$ cat src/rtl/arm_pkg.sv
// Shared types and constants for the ARM32 fetch/decode stage.
// State enum, instruction class and ALU codes, ALU nibble mapping.
package arm_pkg;

  typedef enum logic [1:0] {
    S_IDLE    = 2'd0,
    S_READ    = 2'd1,
    S_CAPTURE = 2'd2,
    S_VALID   = 2'd3
  } state_t;

  localparam logic [2:0] CLS_REG = 3'b000;
  localparam logic [2:0] CLS_IMM = 3'b001;
  localparam logic [2:0] CLS_RSR = 3'b010;

  localparam logic [3:0] ALU_ADD = 4'b0000;
  localparam logic [3:0] ALU_SUB = 4'b0001;
  localparam logic [3:0] ALU_AND = 4'b0010;
  localparam logic [3:0] ALU_ORR = 4'b0011;
  localparam logic [3:0] ALU_EOR = 4'b0100;
  localparam logic [3:0] ALU_CMP = 4'b0101;
  localparam logic [3:0] ALU_TST = 4'b0110;
  localparam logic [3:0] ALU_MOV = 4'b1000;
  localparam logic [3:0] ALU_MVN = 4'b1001;

  localparam logic [6:0] OPC_UNDEF = 7'h7F;

  // Returns {supported, alu_code} for an ARM data-processing nibble.
  function automatic logic [4:0] alu_map(input logic [3:0] dp);
    logic [4:0] r;
    r = 5'b0;
    unique case (dp)
      4'h0:    r = {1'b1, ALU_AND};
      4'h1:    r = {1'b1, ALU_EOR};
      4'h2:    r = {1'b1, ALU_SUB};
      4'h4:    r = {1'b1, ALU_ADD};
      4'h8:    r = {1'b1, ALU_TST};
      4'hA:    r = {1'b1, ALU_CMP};
      4'hC:    r = {1'b1, ALU_ORR};
      4'hD:    r = {1'b1, ALU_MOV};
      4'hF:    r = {1'b1, ALU_MVN};
      default: r = 5'b0;
    endcase
    return r;
  endfunction

endpackage

$ cat src/rtl/instr_fetch_decode_if.sv
// Bundle between fetch/decode, its controller, RAM and datapath.
// master: fetch/decode side; slave: controller/RAM/datapath side.
interface instr_fetch_decode_if #(
  parameter int ADDR_W = 9
);
  logic              fetch_req;
  logic              load_pc;
  logic              clear_pc;
  logic [31:0]       pc_in;
  logic [31:0]       ram_rdata;
  logic [ADDR_W-1:0] ram_addr;
  logic [31:0]       pc;
  logic              busy;
  logic              ir_valid;
  logic [6:0]        opcode;
  logic [3:0]        cond;
  logic [3:0]        rn;
  logic [3:0]        rd;
  logic [3:0]        rm;
  logic [3:0]        rs;
  logic [1:0]        shift_op;
  logic [4:0]        shift_imme;
  logic [31:0]       imme_data;
  logic              en_status;

  modport master (
    input  fetch_req, load_pc, clear_pc,
    input  pc_in, ram_rdata,
    output ram_addr, pc, busy, ir_valid,
    output opcode, cond, rn, rd, rm, rs,
    output shift_op, shift_imme,
    output imme_data, en_status
  );

  modport slave (
    output fetch_req, load_pc, clear_pc,
    output pc_in, ram_rdata,
    input  ram_addr, pc, busy, ir_valid,
    input  opcode, cond, rn, rd, rm, rs,
    input  shift_op, shift_imme,
    input  imme_data, en_status
  );
endinterface

$ cat src/rtl/imm_expand.sv
// ARM modified-immediate expansion: imm8 rotated right by 2*rot4.
// Ports: i_imm8, i_rot4 in; o_imm 32-bit out. Pure combinational.
module imm_expand (
  input  logic [7:0]  i_imm8,
  input  logic [3:0]  i_rot4,
  output logic [31:0] o_imm
);
  logic [31:0] w_ext;
  logic [5:0]  w_sh;

  assign w_ext = {24'd0, i_imm8};
  assign w_sh  = {1'b0, i_rot4, 1'b0};

  // A left shift by 32 yields zero, so rot4=0 passes through.
  assign o_imm = (w_ext >> w_sh) | (w_ext << (6'd32 - w_sh));
endmodule

$ cat src/rtl/instr_fetch_decode.sv
// Fetch/decode stage: pc, ir, 4-state fetch FSM, field decode.
// Ports: clk, rst_n (async low), bus (instr_fetch_decode_if.master).
module instr_fetch_decode
  import arm_pkg::*;
#(
  parameter int ADDR_W = 9
) (
  input  logic                  clk,
  input  logic                  rst_n,
  instr_fetch_decode_if.master  bus
);
  state_t      r_state;
  logic [31:0] r_pc;
  logic [31:0] r_ir;
  logic        r_busy;
  logic        r_ir_valid;

  logic        w_abort;
  logic [2:0]  w_cls;
  logic        w_cls_ok;
  logic [4:0]  w_alu;
  logic [31:0] w_imm;

  assign w_abort = bus.clear_pc | bus.load_pc;

  always_ff @(posedge clk or negedge rst_n) begin
    if (!rst_n) begin
      r_state    <= S_IDLE;
      r_pc       <= '0;
      r_ir       <= '0;
      r_busy     <= 1'b0;
      r_ir_valid <= 1'b0;
    end else begin
      if (bus.clear_pc) begin
        r_pc <= '0;
      end else if (bus.load_pc) begin
        r_pc <= bus.pc_in;
      end
      unique case (r_state)
        S_IDLE, S_VALID: begin
          if (bus.fetch_req) begin
            r_state    <= S_READ;
            r_busy     <= 1'b1;
            r_ir_valid <= 1'b0;
          end
        end
        S_READ: begin
          if (w_abort) begin
            r_state <= S_IDLE;
            r_busy  <= 1'b0;
          end else begin
            r_state <= S_CAPTURE;
          end
        end
        S_CAPTURE: begin
          if (w_abort) begin
            r_state <= S_IDLE;
            r_busy  <= 1'b0;
          end else begin
            r_ir       <= bus.ram_rdata;
            r_pc       <= r_pc + 32'd4;
            r_state    <= S_VALID;
            r_busy     <= 1'b0;
            r_ir_valid <= 1'b1;
          end
        end
        default: begin
          r_state    <= S_IDLE;
          r_busy     <= 1'b0;
          r_ir_valid <= 1'b0;
        end
      endcase
    end
  end

  always_comb begin
    w_cls    = CLS_REG;
    w_cls_ok = 1'b0;
    unique case (1'b1)
      (r_ir[27:26] != 2'b00): begin
        w_cls_ok = 1'b0;
      end
      (r_ir[27:25] == 3'b001): begin
        w_cls    = CLS_IMM;
        w_cls_ok = 1'b1;
      end
      (r_ir[27:25] == 3'b000 && !r_ir[4]): begin
        w_cls    = CLS_REG;
        w_cls_ok = 1'b1;
      end
      (r_ir[27:25] == 3'b000 && r_ir[4]
        && !r_ir[7]): begin
        w_cls    = CLS_RSR;
        w_cls_ok = 1'b1;
      end
      default: begin
        w_cls_ok = 1'b0;
      end
    endcase
  end

  assign w_alu = alu_map(r_ir[24:21]);

  imm_expand u_imm (
    .i_imm8 (r_ir[7:0]),
    .i_rot4 (r_ir[11:8]),
    .o_imm  (w_imm)
  );

  assign bus.ram_addr   = r_pc[ADDR_W+1:2];
  assign bus.pc         = r_pc;
  assign bus.busy       = r_busy;
  assign bus.ir_valid   = r_ir_valid;
  assign bus.opcode     = (w_cls_ok && w_alu[4])
                        ? {w_cls, w_alu[3:0]}
                        : OPC_UNDEF;
  assign bus.cond       = r_ir[31:28];
  assign bus.en_status  = r_ir[20];
  assign bus.rn         = r_ir[19:16];
  assign bus.rd         = r_ir[15:12];
  assign bus.rs         = r_ir[11:8];
  assign bus.shift_imme = r_ir[11:7];
  assign bus.shift_op   = r_ir[6:5];
  assign bus.rm         = r_ir[3:0];
  assign bus.imme_data  = w_imm;
endmodule

$ cat src/flat_wrapper.sv
// flat-port wrapper written by rule: the top's interface ports become plain ports
module instr_fetch_decode_flat import arm_pkg::*;
#(
  parameter int ADDR_W = 9
)
  (clk, rst_n, bus_fetch_req, bus_load_pc, bus_clear_pc, bus_pc_in, bus_ram_rdata, bus_ram_addr, bus_pc, bus_busy, bus_ir_valid, bus_opcode, bus_cond, bus_rn, bus_rd, bus_rm, bus_rs, bus_shift_op, bus_shift_imme, bus_imme_data, bus_en_status);
  instr_fetch_decode_if #(.ADDR_W(ADDR_W)) bus_i ();
  input  logic clk;
  input  logic rst_n;
  input wire logic [$bits(bus_i.fetch_req)-1:0] bus_fetch_req;
  input wire logic [$bits(bus_i.load_pc)-1:0] bus_load_pc;
  input wire logic [$bits(bus_i.clear_pc)-1:0] bus_clear_pc;
  input wire logic [$bits(bus_i.pc_in)-1:0] bus_pc_in;
  input wire logic [$bits(bus_i.ram_rdata)-1:0] bus_ram_rdata;
  output wire logic [$bits(bus_i.ram_addr)-1:0] bus_ram_addr;
  output wire logic [$bits(bus_i.pc)-1:0] bus_pc;
  output wire logic [$bits(bus_i.busy)-1:0] bus_busy;
  output wire logic [$bits(bus_i.ir_valid)-1:0] bus_ir_valid;
  output wire logic [$bits(bus_i.opcode)-1:0] bus_opcode;
  output wire logic [$bits(bus_i.cond)-1:0] bus_cond;
  output wire logic [$bits(bus_i.rn)-1:0] bus_rn;
  output wire logic [$bits(bus_i.rd)-1:0] bus_rd;
  output wire logic [$bits(bus_i.rm)-1:0] bus_rm;
  output wire logic [$bits(bus_i.rs)-1:0] bus_rs;
  output wire logic [$bits(bus_i.shift_op)-1:0] bus_shift_op;
  output wire logic [$bits(bus_i.shift_imme)-1:0] bus_shift_imme;
  output wire logic [$bits(bus_i.imme_data)-1:0] bus_imme_data;
  output wire logic [$bits(bus_i.en_status)-1:0] bus_en_status;
  assign bus_i.fetch_req = bus_fetch_req;
  assign bus_i.load_pc = bus_load_pc;
  assign bus_i.clear_pc = bus_clear_pc;
  assign bus_i.pc_in = bus_pc_in;
  assign bus_i.ram_rdata = bus_ram_rdata;
  assign bus_ram_addr = bus_i.ram_addr;
  assign bus_pc = bus_i.pc;
  assign bus_busy = bus_i.busy;
  assign bus_ir_valid = bus_i.ir_valid;
  assign bus_opcode = bus_i.opcode;
  assign bus_cond = bus_i.cond;
  assign bus_rn = bus_i.rn;
  assign bus_rd = bus_i.rd;
  assign bus_rm = bus_i.rm;
  assign bus_rs = bus_i.rs;
  assign bus_shift_op = bus_i.shift_op;
  assign bus_shift_imme = bus_i.shift_imme;
  assign bus_imme_data = bus_i.imme_data;
  assign bus_en_status = bus_i.en_status;
  instr_fetch_decode #(.ADDR_W(ADDR_W)) u_core (.clk(clk), .rst_n(rst_n), .bus(bus_i));
endmodule
$ cat config.mk
export PLATFORM = sky130hd
export DESIGN_NAME = instr_fetch_decode_flat
export DESIGN_NICKNAME = d
export VERILOG_FILES = /design/src/rtl/arm_pkg.sv /design/src/rtl/instr_fetch_decode_if.sv /design/src/rtl/imm_expand.sv /design/src/rtl/instr_fetch_decode.sv /design/src/flat_wrapper.sv
export SDC_FILE = /design/constraint.sdc
export NUM_CORES = 1
export LEC_CHECK = 0
export BUFFER_PORTS_ARGS = -buffer_cell sky130_fd_sc_hd__buf_2
export CORE_AREA = 2 2 82 115
export CTS_CLUSTER_SIZE = 25
export DETAILED_ROUTE_END_ITERATION = 16
export DIE_AREA = 0 0 84 117
export PLACE_DENSITY = 0.82
export SETUP_SLACK_MARGIN = 0.3
export SLEW_MARGIN = 20
export SYNTH_ARGS = -nofsm -noshare
export SYNTH_HDL_FRONTEND = slang
export SYNTH_SLANG_ARGS = --single-unit
$ cat constraint.sdc
create_clock -name clk -period 4.45 [get_ports clk]
set_clock_uncertainty 0.1 [all_clocks]
set_input_delay 1.1125 -clock clk [delete_from_list [all_inputs] [get_ports clk]]
set_output_delay 1.1125 -clock clk [all_outputs]
set_load 0.005 [all_outputs]
# Word level (Yosys, flattened, before mapping)

Memories as Yosys holds them, arrays and structs flattened.
Index checks and enable logic that the tools add are counted.

Register bits after elaboration: 68
ROM bits: 80
Output and inout port bits: 110
Word-level logic and storage cells: 51
Memories: 1

Memory list:

| name            | depth | width | rd ports | clocked after memory_dff | wr ports | RTL line      | RTL |
|---|---|---|---|---|---|---|---|
| (no name shown) | 16    | 5     | 1        | 0                        | 0        | arm_pkg.sv:32 | `unique case (dp)` |

Add/sub/neg operators: 2
Equal/unequal tests: 7
Shift-type cells: 2
Multiplexer cells: 17
Bitwise logic cells: 3
Reduce and logical (&&, ||, !) cells: 14

Operators by type and width:

| kind                    | number |
|---|---|
| $mux W32                | 4 |
| $add A32 B3 Y32 const B | 1 |
| $or A32 B32 Y32         | 1 |
| $shl A8 B6 Y32          | 1 |
| $shr A8 B5 Y32          | 1 |
| $mux W7                 | 1 |
| $mux W2                 | 3 |
| $pmux W2 S3             | 1 |
| $sub A6 B5 Y6 const A   | 1 |
| $mux W1                 | 5 |
| $eq A2 B2 Y1 const B    | 2 |
| $logic_and A1 B1 Y1     | 4 |
| $ne A2 B2 Y1 const B    | 2 |
| $pmux W2 S2             | 1 |
| $reduce_and A2 Y1       | 2 |
| $eq A3 B1 Y1 const B    | 1 |
| $logic_not A3 Y1        | 1 |
| $pmux W1 S3             | 1 |
| $reduce_and A3 Y1       | 1 |
| $reduce_or A3 Y1        | 1 |
| $eq A2 B1 Y1 const B    | 1 |
| $logic_not A1 Y1        | 2 |
| $logic_not A2 Y1        | 1 |
| $ne A2 B1 Y1 const B    | 1 |
| 5 further kinds         | 5 |

# Depth between registers and ports, before layout

Depth after elaboration: 7
Depth in mapped cells: 9
Mapped depth without buffers: 7

# Cells and area by module

Synthesis repeated with hierarchy kept, for this count alone.

Cells, all modules: 579
Area, all modules: 4787.1 um^2

By module, submodules not included:

| module             | times used | cells each | area each (um^2) | seq. area each (um^2) |
|---|---|---|---|---|
| instr_fetch_decode | 1          | 441        | 3848.7           | 1701.6 |
| imm_expand         | 1          | 138        | 938.4            | 0.0 |

# Worst setup path before layout

Ideal clock, no wire load.

Kind: register to output
Start point: reg u_core.r_ir[9]
End point: out bus_imme_data[24]
Arrival time: 2.118 ns
Slack: 1.119 ns
Cell stages (with the launch flop): 10
Path through: dfrtp_1 -> clkbuf_1 -> inv_1 -> ha_1 -> clkbuf_1 -> mux2_2 -> a22oi_1 -> nand2_1 -> nand2_1 -> nor2_1

Longest elaborated chain between the ends: 3
Elaborated cells between the ends (all ways): 4

RTL lines:

| what                   | RTL line                 | RTL |
|---|---|---|
| start, declared        | instr_fetch_decode.sv:14 | `logic [31:0] r_ir;` |
| start signal, assigned | instr_fetch_decode.sv:60 | `r_ir <= bus.ram_rdata;` |
| $sub A6 B5 Y6          | imm_expand.sv:15         | `assign o_imm = (w_ext >> w_sh) \| (w_ext << (6'd32 - w_sh));` |
| $shl A8 B6 Y32         | imm_expand.sv:15         |  |
| $or A32 B32 Y32 *      | imm_expand.sv:15         |  |
| end, declared          | flat_wrapper.sv:27       | `output wire logic [$bits(bus_i.imme_data)-1:0] bus_imme_data;` |

Mark *: on every way between the ends. The rest lies on a longest branch, timed or not.

# Final worst setup path

Start point: reg u_core.r_ir[8]
End point: out bus_imme_data[20]

Same word-level chain as after synthesis.

==> results.yml <==
outcome:
  outcome: "finished, final reports clean"
logic_synthesis:
  yosys.cell_types.count: 52
  yosysWarnings: 0
  synth_area_per_cell_um2: 9.119
  syn_inst: 500
  synth_edf_count: 0
  syn-num-nets: 578
  synth.cell_area_mm2: 0.004559
  ys_ff_latch: 68
  synthArstFlopShare_pct: 100.0
  synth_seq_area_share_pct: 37.32
  synth_top_flop_cell: "dfrtp_1"
detailed_routing:
  num_vias: 4185
  wire_per_inst_um: 16.89
  via_per_inst: 5.633
  route.detailed.drc: 0
  first_pass_iters: 5
  finalWirelength_mm: 12.55
  ant_nets: 0
  first_iter_violations: 146
timing:
  rsz0062_at_grt: "no"
  slew_headroom_pct: 41.07
  fin_crit_ns: 3.929
  setup_viol: 0
  max_freq_mhz: 254.5
  tightestPinTransition_ns: 0.8839
  final-max-slew-violation-count: 0
  fin_ws_ns: 0.5211
  fin_crit_sh_pct: 88.29
  final_hold_viol_count: 0
  tns_ns: 0
clock_tree:
  cts_tree: "done"
  holdBufCountCts: 0
  cts.repair.resized: 0
  cts-root-buf: "clkbuf_16"
  worstSkewPairLatency_ns: 0.33
  post_cts_buffers: 0
  cts-buffers-inserted: 9
  clockBufferDepth: 2
  h-tree-depth: 3
  clk_pin_slew_ns: 0.06
  clock_sink_count: 68
floorplanning:
  ios: 179
  core-area_mm2: 0.008875
  dieArea_mm2: 0.009828
  rows: 41
  die-height_um: 117
  die_x_um: 84
  initial_utilization_pct: 51.37
layout:
  antenna_cells: 0
  final_common_cell: "buf_2"
  layout-drive-gt1-share_pct: 37.89
  fin_cells: 743
  final_nets: 711
  layout_common_cells: "178 x buf_2, 67 x dfrtp_1, 62 x nor2_1"
  area_growth_pct: 20.31
place:
  dp.cells: 729
  io_buffers: 178
  hpwl_mm: 9.508
  pre_cts_ws_ns: 0.8297
  gp_congestion: 0.9455
power_and_ir_drop:
  power_density_mw_per_mm2: 568.0
  ir_worst_vdd_v: 0.0003260
  p_leak_nw: 2.756
global_route:
  first_global_vias: 4099
  grt_pass1_wl_mm: 19.84
  grt_usage_pct: 25.48
  antenna_found_initial: 0
  overflow: 0
  grt_max_degree: 47
critical_path:
  crit_type: "reg2out"
  crit_fanout: 10
  arrival_ns: 2.72
  cp_data_required_time_ns: 3.24
  cp-end-kind: "output port"
  startpoint_type: "register"
min_path:
  hold_class: "reg2reg"
run:
  maxCapViolCount: 0
## cells in the mapped netlist (all sizes together), types with 2 or more instances
| library cell | number | area, µm² |
|---|---|---|
| and3b | 2 | 17.52 |
| buf | 47 | 344.1 |
| a211oi | 25 | 202.7 |
| nand4 | 15 | 123.9 |
| nor2 | 63 | 239.0 |
| o21ai | 30 | 150.1 |
| xor2 | 24 | 210.2 |
| nor3 | 13 | 76.33 |
| ha | 9 | 112.6 |
| and2 | 3 | 20.02 |
| and3 | 5 | 32.53 |
| a22o | 2 | 17.52 |
| o22ai | 10 | 62.56 |
| nand2 | 46 | 172.7 |
| nand2b | 5 | 31.28 |
| o21bai | 3 | 22.52 |
| nor2b | 5 | 31.28 |
| xnor2 | 7 | 61.31 |
| nand3 | 15 | 100.1 |
| inv | 13 | 48.80 |
| mux2 | 28 | 315.3 |
| nor4 | 5 | 82.58 |
| mux2i | 9 | 90.09 |
| clkbuf | 15 | 56.30 |
| dfrtp | 68 | 1702 |
| a21oi | 19 | 95.09 |
| a31oi | 2 | 12.51 |
## final cells by class
| class | count | area [µm²] |
|---|---|---|
| inverters | 14 | 52.55 |
| clock inverters | 3 | 15.01 |
| well taps | 107 | 133.9 |
| flip-flops and latches | 68 | 1703 |
| fillers | 783 | 3390 |
| clock buffers | 11 | 242.7 |
| multi-input cells | 355 | 2395 |
| repair buffers | 185 | 943.4 |
## sequential cells by signal (all words and copies together), names as in the netlist
| register | flops |
|---|---|
| u_core.bus.busy | 1 |
| u_core.bus.ir_valid | 1 |
| u_core.bus.pc | 32 |
| u_core.r_ir | 32 |
| u_core.r_state | 2 |
## report_power, final
group	total (mW)	switching (mW)	internal [mW]	leakage, nW
combinational	1.53	0.848	0.679	1.75
clock	0.629	0.246	0.383	0.131
sequential	0.960	0.195	0.765	0.871
total	3.12	1.29	1.83	2.76
## path summary, 6_finish.rpt
| kind | startpoint | end | slack (ns) | depth (start not counted) |
|---|---|---|---|---|
| max | u_core.r_ir[8]$_DFFE_PN0P_ | bus_imme_data[20] | 0.52 | 8 |
| min | u_core.r_ir[14]$_DFFE_PN0P_ | u_core.r_ir[14]$_DFFE_PN0P_ | 0.38 | 1 |
| max reg2reg | u_core.r_state[0]$_DFFE_PN0N_ | u_core.bus.pc[26]$_DFF_PN0_ | 1.97 | 7 |
| min reg2reg | u_core.r_ir[14]$_DFFE_PN0P_ | u_core.r_ir[14]$_DFFE_PN0P_ | 0.38 | 1 |
| max in group asynchronous | rst_n | u_core.bus.pc[24]$_DFF_PN0_ | 2.51 | 2 |
| min in group asynchronous | rst_n | u_core.r_ir[16]$_DFFE_PN0P_ | 0.74 | 1 |
## per-stage QoR
step                power [mW]  util (%)  hold WS, ns  instance area [µm²]
global route             3.360     61.81       0.4042                 5485
CTS                      3.128     61.79       0.3871                 5484
finish                   3.116     61.81       0.3832                 5485
detailed placement       2.485     58.89       0.3739                 5226
floorplan                1.971         -       0.3594                 4559
global placement         2.468     58.89       0.3624                 5226
## routing by layer
layer	track usage, %	up-vias	routed length [µm]
li1	-	1975	-
met1	27.87	1984	4758
met2	46.88	196	6530
met3	6.101	30	907
met4	11.72	0	353
met5	0	-	0
## worst max-delay path, cell delays in order, from the launching register on
cell and delay [ns]:
dfrtp_1 0.35, clkinv_1 0.23, ha_1 0.58, mux2_2 0.40, a21oi_1 0.32, nand2b_1 0.15
o21ai_0 0.07, a22o_1 0.18, buf_2 0.12
## kinds of logic (layout without fill, tap and decap cells)
| group | Yosys count | after routing | synth area share, % |
|---|---|---|---|
| xor+xnor | 31 | 31 | 5.955 |
| mux | 38 | 38 | 9.385 |
| compound gates | 97 | 97 | 13.91 |
| fa+ha+maj | 9 | 9 | 2.470 |
| simple gates | 180 | 180 | 20.77 |
| buf+inv | 77 | 213 | 10.18 |
| flops | 68 | 68 | 37.32 |
Power figures use the tool's default switching activity.
